## config.mk

```make
export PLATFORM = sky130hd
export DESIGN_NAME = serial_lsb_comparator_flat
export DESIGN_NICKNAME = d
export VERILOG_FILES = /design/src/rtl/serial_lsb_comparator_if.sv /design/src/rtl/serial_lsb_comparator.sv /design/src/flat_wrapper.sv
export SDC_FILE = /design/constraint.sdc
export NUM_CORES = 1
export LEC_CHECK = 0
export BUFFER_PORTS_ARGS = -buffer_cell sky130_fd_sc_hd__clkbuf_2
export CORE_MARGIN = 5
export CORE_UTILIZATION = 30
export DETAILED_ROUTE_END_ITERATION = 8
export MAX_ROUTING_LAYER = met4
export PLACE_DENSITY = 0.57
export SETUP_SLACK_MARGIN = 0.15
export SYNTH_ARGS = -nofsm -noshare
export SYNTH_HDL_FRONTEND = slang
export SYNTH_SLANG_ARGS = --single-unit
```

## constraint.sdc

```tcl
create_clock -name clk -period 1.7 [get_ports clk]
set_input_delay 0.255 -clock clk [delete_from_list [all_inputs] [get_ports clk]]
set_output_delay 0.255 -clock clk [all_outputs]
set_load 0.03 [all_outputs]
```

## src/rtl/serial_lsb_comparator_if.sv

```systemverilog
// rtl/serial_lsb_comparator_if.sv - request/result bundle for the bit-serial comparator
interface serial_lsb_comparator_if #(
  parameter int WIDTH = 8
);
  logic             start;
  logic [WIDTH-1:0] a;
  logic [WIDTH-1:0] b;
  logic             signed_cmp;
  logic             busy;
  logic             done;
  logic             this_less;
  logic             this_greater;
  logic             this_eq;

  modport master (
    output start, a, b, signed_cmp,
    input  busy, done, this_less, this_greater, this_eq
  );

  modport slave (
    input  start, a, b, signed_cmp,
    output busy, done, this_less, this_greater, this_eq
  );
endinterface

```

## src/rtl/serial_lsb_comparator.sv

```systemverilog
// rtl/serial_lsb_comparator.sv - LSB-first bit-serial unsigned/signed magnitude comparator
module serial_lsb_comparator #(
  parameter int WIDTH = 8
) (
  input logic                   clk,
  input logic                   reset,
  serial_lsb_comparator_if.slave cmp
);
  localparam int IW = $clog2(WIDTH);

  typedef enum logic [1:0] {IDLE, RUN, DONE} state_t;
  typedef enum logic [1:0] {F_EQ, F_LT, F_GT} flag_t;

  state_t           state;
  flag_t            flag;
  flag_t            flag_next;
  logic [WIDTH-1:0] a_sh;
  logic [WIDTH-1:0] b_sh;
  logic             sgn;
  logic [IW-1:0]    idx;
  logic             last_bit;

  assign last_bit = (idx == IW'(WIDTH - 1));

  // A higher differing bit always overrides; only the sign bit flips meaning.
  always_comb begin
    flag_next = flag;
    if (a_sh[0] != b_sh[0]) begin
      if (last_bit && sgn) flag_next = a_sh[0] ? F_LT : F_GT;
      else                 flag_next = a_sh[0] ? F_GT : F_LT;
    end
  end

  always_ff @(posedge clk) begin
    if (reset) begin
      state            <= IDLE;
      flag             <= F_EQ;
      a_sh             <= '0;
      b_sh             <= '0;
      sgn              <= 1'b0;
      idx              <= '0;
      cmp.busy         <= 1'b0;
      cmp.done         <= 1'b0;
      cmp.this_less    <= 1'b0;
      cmp.this_greater <= 1'b0;
      cmp.this_eq      <= 1'b0;
    end else begin
      case (state)
        IDLE, DONE: begin
          cmp.done <= 1'b0;
          if (cmp.start) begin
            a_sh     <= cmp.a;
            b_sh     <= cmp.b;
            sgn      <= cmp.signed_cmp;
            idx      <= '0;
            flag     <= F_EQ;
            cmp.busy <= 1'b1;
            state    <= RUN;
          end else begin
            state <= IDLE;
          end
        end
        RUN: begin
          flag <= flag_next;
          a_sh <= a_sh >> 1;
          b_sh <= b_sh >> 1;
          idx  <= idx + 1'b1;
          if (last_bit) begin
            state            <= DONE;
            cmp.busy         <= 1'b0;
            cmp.done         <= 1'b1;
            cmp.this_less    <= (flag_next == F_LT);
            cmp.this_greater <= (flag_next == F_GT);
            cmp.this_eq      <= (flag_next == F_EQ);
          end
        end
        default: state <= IDLE;
      endcase
    end
  end
endmodule

```

## src/flat_wrapper.sv

```systemverilog
// flat-port wrapper written by rule: the top's interface ports become plain ports
module serial_lsb_comparator_flat 
#(
  parameter int WIDTH = 8
)
  (clk, reset, cmp_start, cmp_a, cmp_b, cmp_signed_cmp, cmp_busy, cmp_done, cmp_this_less, cmp_this_greater, cmp_this_eq);
  serial_lsb_comparator_if #(.WIDTH(WIDTH)) cmp_i ();
  input logic clk;
  input logic reset;
  input wire logic [$bits(cmp_i.start)-1:0] cmp_start;
  input wire logic [$bits(cmp_i.a)-1:0] cmp_a;
  input wire logic [$bits(cmp_i.b)-1:0] cmp_b;
  input wire logic [$bits(cmp_i.signed_cmp)-1:0] cmp_signed_cmp;
  output wire logic [$bits(cmp_i.busy)-1:0] cmp_busy;
  output wire logic [$bits(cmp_i.done)-1:0] cmp_done;
  output wire logic [$bits(cmp_i.this_less)-1:0] cmp_this_less;
  output wire logic [$bits(cmp_i.this_greater)-1:0] cmp_this_greater;
  output wire logic [$bits(cmp_i.this_eq)-1:0] cmp_this_eq;
  assign cmp_i.start = cmp_start;
  assign cmp_i.a = cmp_a;
  assign cmp_i.b = cmp_b;
  assign cmp_i.signed_cmp = cmp_signed_cmp;
  assign cmp_busy = cmp_i.busy;
  assign cmp_done = cmp_i.done;
  assign cmp_this_less = cmp_i.this_less;
  assign cmp_this_greater = cmp_i.this_greater;
  assign cmp_this_eq = cmp_i.this_eq;
  serial_lsb_comparator #(.WIDTH(WIDTH)) u_core (.clk(clk), .reset(reset), .cmp(cmp_i));
endmodule
```

After elaboration in Yosys (flattened, before gate mapping)
Index checks and enable logic that the tools add are counted.
{"block": "totals", "regBits": 29, "in_bits": 20, "elab_cells": 50}
{"block": "classes", "add_sub_neg": 1, "n_eq_ne": 8, "n_mux": 20, "reduce_logical": 10}
{"op": "$pmux W8 S2", "n": 2}
{"op": "$mux W8", "n": 2}
{"op": "$mux W2", "n": 6}
{"op": "$pmux W2 S2", "n": 2}
{"op": "$reduce_and A2 Y1", "n": 4}
{"op": "$pmux W3 S2", "n": 1}
{"op": "$eq A2 B1 Y1 const B", "n": 2}
{"op": "$eq A2 B2 Y1 const B", "n": 2}
{"op": "$logic_not A2 Y1", "n": 2}
{"op": "$mux W1", "n": 4}
{"op": "$pmux W1 S2", "n": 2}
{"op": "$add A3 B1 Y3 const B", "n": 1}
{"op": "$eq A3 B3 Y1 const B", "n": 1}
{"op": "$mux W3", "n": 1}
{"op": "$reduce_and A3 Y1", "n": 1}
{"op": "$ne A2 B1 Y1 const B", "n": 1}
{"op": "$ne A2 B2 Y1 const B", "n": 1}
{"op": "$reduce_bool A2 Y1", "n": 1}
{"op": "$reduce_or A2 Y1", "n": 1}
{"op": "$logic_and A1 B1 Y1", "n": 1}
{"op": "$ne A1 B1 Y1", "n": 1}

Logic depth before layout (Yosys ltp)
{"block": "depth", "word_depth": 5, "depth_mapped": 5}

Least setup slack after synthesis
OpenSTA, ideal clock, no wires.
{"block": "synth_timing", "path_type": "register -> register", "start": "register u_core.idx[0]", "end": "register u_core.cmp.this_eq", "t_arrival_ns": 1.371, "required_ns": 1.629, "path_slack_ns": 0.259, "stages_incl_launch_ff": 6, "path_cell_list": "dfxtp_1 > ha_1 > ha_1 > nand3b_4 > or4_1 > a21oi_1"}
{"block": "synth_between", "elab_chain_cells": 5}
{"element": "start, declared", "line": "serial_lsb_comparator.sv:20", "source": "logic [IW-1:0] idx;"}
{"element": "start signal, assigned", "line": "serial_lsb_comparator.sv:67", "source": "idx <= idx + 1'b1;"}
{"element": "$eq A3 B3 Y1 (*)", "line": "serial_lsb_comparator.sv:23", "source": "assign last_bit = (idx == IW'(WIDTH - 1));"}
{"element": "$logic_and A1 B1 Y1", "line": "serial_lsb_comparator.sv:29", "source": "if (last_bit && sgn) flag_next = a_sh[0] ? F_LT : F_GT;"}
{"element": "$mux W2", "line": "serial_lsb_comparator.sv:29"}
{"element": "$mux W2", "line": "serial_lsb_comparator.sv:28", "source": "if (a_sh[0] != b_sh[0]) begin"}
{"element": "$logic_not A2 Y1", "line": "serial_lsb_comparator.sv:74", "source": "cmp.this_eq <= (flag_next == F_EQ);"}
{"element": "end signal, assigned", "line": "serial_lsb_comparator.sv:74"}
{"element": "end, declared", "line": "serial_lsb_comparator_if.sv:22", "source": "output busy, done, this_less, this_greater, this_eq"}
Every way passes the cells marked *; elsewhere a longest branch is shown, timed or not.
A chain may end at the register's enable or synchronous reset.

Worst setup path in the final report
{"block": "layout_timing", "start": "register u_core.idx[1]", "end": "register u_core.cmp.this_eq"}
The elaborated chain is that of the path after synthesis.

==> impl_metrics.py <==
metrics = {
    "yosys": {
        "ys_warn_count": 0,
        "postSynthNetCount": 168,
        "syn_area_mm2": 0.00126,
        "synth-seq-area-share_pct": 46.0,
        "synthesis.area_per_instance_um2": 8.71,
        "postSynthCellCount": 145,
        "ys_types": 26,
        "ys_seq_elements": 29,
    },
    "clocking": {
        "cts_buffers": 5,
        "clock_tree.htree_level_count": 2,
        "ctsHoldBuffers": 0,
        "tritoncts": "built",
        "clock_sink_count": 29,
        "post-cts-setup-buffer-count": 0,
        "clk_root_buffer_cell": "sky130_fd_sc_hd__clkbuf_8",
        "cts.path.max_buffers": 2,
        "latest_clock_arrival_within_the_worst_skew_pair_ps": 280,
        "clk_pin_slew_worst_paths_ps": 60,
    },
    "floorplan": {
        "floorplan.io_pins": 25,
        "floorplan.die.height_um": 74.9,
        "chipWidth_um": 74.9,
        "die_footprint_mm2": 0.00561,
        "coreArea_mm2": 0.00403,
        "initial_utilization_pct": 31.3,
        "rows": 23,
    },
    "worst_setup_path": {
        "critical_path.endpoint_type": "flip-flop",
        "critPathLaunchType": "flip-flop",
        "worst-path-max-fanout": 6,
        "crit_path_leading_delay_family": "simple AND/OR/NAND/NOR gates",
        "worst-setup-path-type": "reg -> reg",
        "cp_slowest_cell": "sky130_fd_sc_hd__or4_1",
        "cp_data_arrival_time_ps": 1640,
        "critical_path.most_common_cell": "sky130_fd_sc_hd__ha_4",
        "r2r_path_start": "u_core.idx[1]",
        "setup.worst_path.start": "u_core.idx[1]",
        "required_ps": 1910,
        "worstPathCellList": "ha_4, ha_4, nand3b_4, or4_1, a21oi_1",
        "stage_delay_of_the_slowest_cell_on_the_critical_path_ps": 470,
        "timing.critical_path.buf_inv": 0,
    },
    "sta": {
        "period_needed_ps": 1430,
        "setup_viol_count_final": 0,
        "clock-skew-final_ps": 6.29,
        "layout_worst_path_cycle_share_pct": 83.8,
        "relSlewSlack_pct": 80.9,
        "rsz0062_at_grt": "no",
        "tightestPinTransition_ps": 287,
        "max_freq_mhz": 702,
        "finalHoldViolCount": 0,
        "final.setup.tns_ps": 0,
        "final_max_slew_viol_count": 0,
    },
    "finish": {
        "antennaDiodeCount": 0,
        "nNetsFinal": 193,
        "layout-drive-gt1-share_pct": 24.0,
        "commonest_non_fill_non_tap_cell_in_the_layout": "sky130_fd_sc_hd__nor3_1",
        "final.fill_count": 403,
        "fin_cells": 221,
        "syn2layout_area_growth_pct": 22.0,
        "layout.cells.most_common_list": "sky130_fd_sc_hd__nor3_1, sky130_fd_sc_hd__dfxtp_1, sky130_fd_sc_hd__clkbuf_2, sky130_fd_sc_hd__o22ai_1, sky130_fd_sc_hd__a21oi_1",
    },
    "power_and_ir_drop": {
        "post_layout_total_power_mw": 1.53,
        "peakVddDrop_mv": 0.559,
        "p_leak_nw": 0.625,
        "power.density_cell_area_mw_per_mm2": 993,
    },
    "placed_design": {
        "portBuffers": 24,
        "gp_routability_congestion": 0.779,
        "dp_hpwl_um": 2030,
        "placed_cells_incl_taps": 213,
    },
    "detailed_routing": {
        "post_drt_via_cell_ratio": 5.24,
        "vias": 1157,
        "routed_wl_um": 2900,
        "route.detailed.wl_per_inst_um": 13.1,
        "drt_first_pass_iters": 4,
        "initialDrtViolationCount": 40,
        "post-route-drc-count": 0,
        "drtAntennaViolNets": 0,
    },
    "global_routing": {
        "grt_overflow_total": 0,
        "grt_antenna_before_repair": 0,
        "grt_first_pass_wirelength_um": 4710,
        "groute.usage.overall_pct": 11.5,
        "grt_max_degree": 22,
        "first_global_vias": 1068,
    },
    "outcome": {
        "outcome": "complete, no violations",
    },
    "job": {
        "max_cap_viol_count": 0,
    },
    "min_path": {
        "worst_hold_startpoint": "cmp_signed_cmp",
        "min-delay-path-class": "in -> reg",
    },
}
## where the power goes
part,internal (mW),switching [mW],leakage (nW)
registers,0.730,0.0391,0.239
clock network,0.290,0.237,0.0395
logic,0.106,0.127,0.347
total,1.13,0.403,0.625
## path summary, 6_finish.rpt
kind                         to  slack [ps]  cells past startpoint
max          u_core.cmp.this_eq         270                      5
min                  u_core.sgn         210                      3
max reg2reg  u_core.cmp.this_eq         270                      5
min reg2reg  u_core.cmp.this_eq         450                      2
## logic make-up after synthesis
family	synth area share [%]
buf+inv	5.65
compound gates	16.3
mux	1.59
flops	46.0
fa+ha+maj	2.97
xor+xnor	0.694
simple gates	26.9
## metal layers
layer,part of all wire [%],track usage [%],wire length (um),vias up
li1,-,-,-,576
met1,46,13.5,1340,541
met2,45,17.0,1310,34
met3,7.2,5.34,210,6
met4,1.4,4.55,40,0
met5,0,-,0,-
## registers in the layout (all words and copies together), names as in the netlist
register	cells
u_core.a_sh	8
u_core.b_sh	8
u_core.cmp.busy	1
u_core.cmp.done	1
u_core.cmp.this_eq	1
u_core.cmp.this_greater	1
u_core.cmp.this_less	1
u_core.flag	2
u_core.idx	3
u_core.sgn	1
u_core.state	2
## stage by stage
stage          utilization (%)  hold WS (ps)  worst slack, ps  cell area [um^2]
6_report                  38.2           213              275              1540
5_1_grt                   38.2           211              189              1540
4_1_cts                   37.5           208              145              1510
3_5_place_dp              35.5           450              154              1430
3_3_place_gp              35.5           450              199              1430
2_1_floorplan                -           360              259              1260
## what timing repair did
action | in CTS | in global routing
pin swaps | 0 | 1
endpoints found under the setup margin | 1 | 2
resized for setup | 1 | 6
## cell usage after synthesis
library cell                number  area share (%)
sky130_fd_sc_hd__nand2_1         9             2.7
sky130_fd_sc_hd__nand3_1         5             2.0
sky130_fd_sc_hd__a2bb2oi_1       1            0.69
sky130_fd_sc_hd__a21oi_1        10             4.0
sky130_fd_sc_hd__nand3b_1        2             1.2
sky130_fd_sc_hd__nor2b_1         2            0.99
sky130_fd_sc_hd__or4_1           2             1.2
sky130_fd_sc_hd__xor2_1          1            0.69
sky130_fd_sc_hd__a211o_1         1            0.69
sky130_fd_sc_hd__o22ai_1        14             6.9
sky130_fd_sc_hd__buf_2           6             2.4
sky130_fd_sc_hd__mux2i_1         2             1.6
sky130_fd_sc_hd__nor3_1         28              11
sky130_fd_sc_hd__o211ai_1        1            0.59
sky130_fd_sc_hd__buf_6           1            0.89
sky130_fd_sc_hd__o41ai_1         3             2.1
sky130_fd_sc_hd__nand3b_4        1             1.6
sky130_fd_sc_hd__dfxtp_1        29              46
sky130_fd_sc_hd__a311oi_1        1            0.69
sky130_fd_sc_hd__o21a_1          1            0.59
sky130_fd_sc_hd__clkbuf_1        5             1.5
sky130_fd_sc_hd__nor3b_1         2             1.2
sky130_fd_sc_hd__nand2b_1        7             3.5
sky130_fd_sc_hd__inv_1           3            0.89
sky130_fd_sc_hd__ha_1            3             3.0
sky130_fd_sc_hd__nor2_1          5             1.5
## cell type report
type                            count  area (um^2)  share of cell area [%]
Clock buffer                        8         80.1                    5.20
Inverter                            3         11.3                   0.731
Multi-Input combinational cell    101          638                    41.4
Sequential cell                    29          583                    37.9
Tap cell                           50         62.6                    4.06
Timing Repair Buffer               30          165                    10.7
## worst register-to-register path, delay by kind of cell (launching register included)
kind,cells,cell delay (ps)
flops,1,350
compound gates,1,150
fa+ha+maj,2,290
simple gates,2,570
Note: power is estimated with default switching activity, not from simulation.
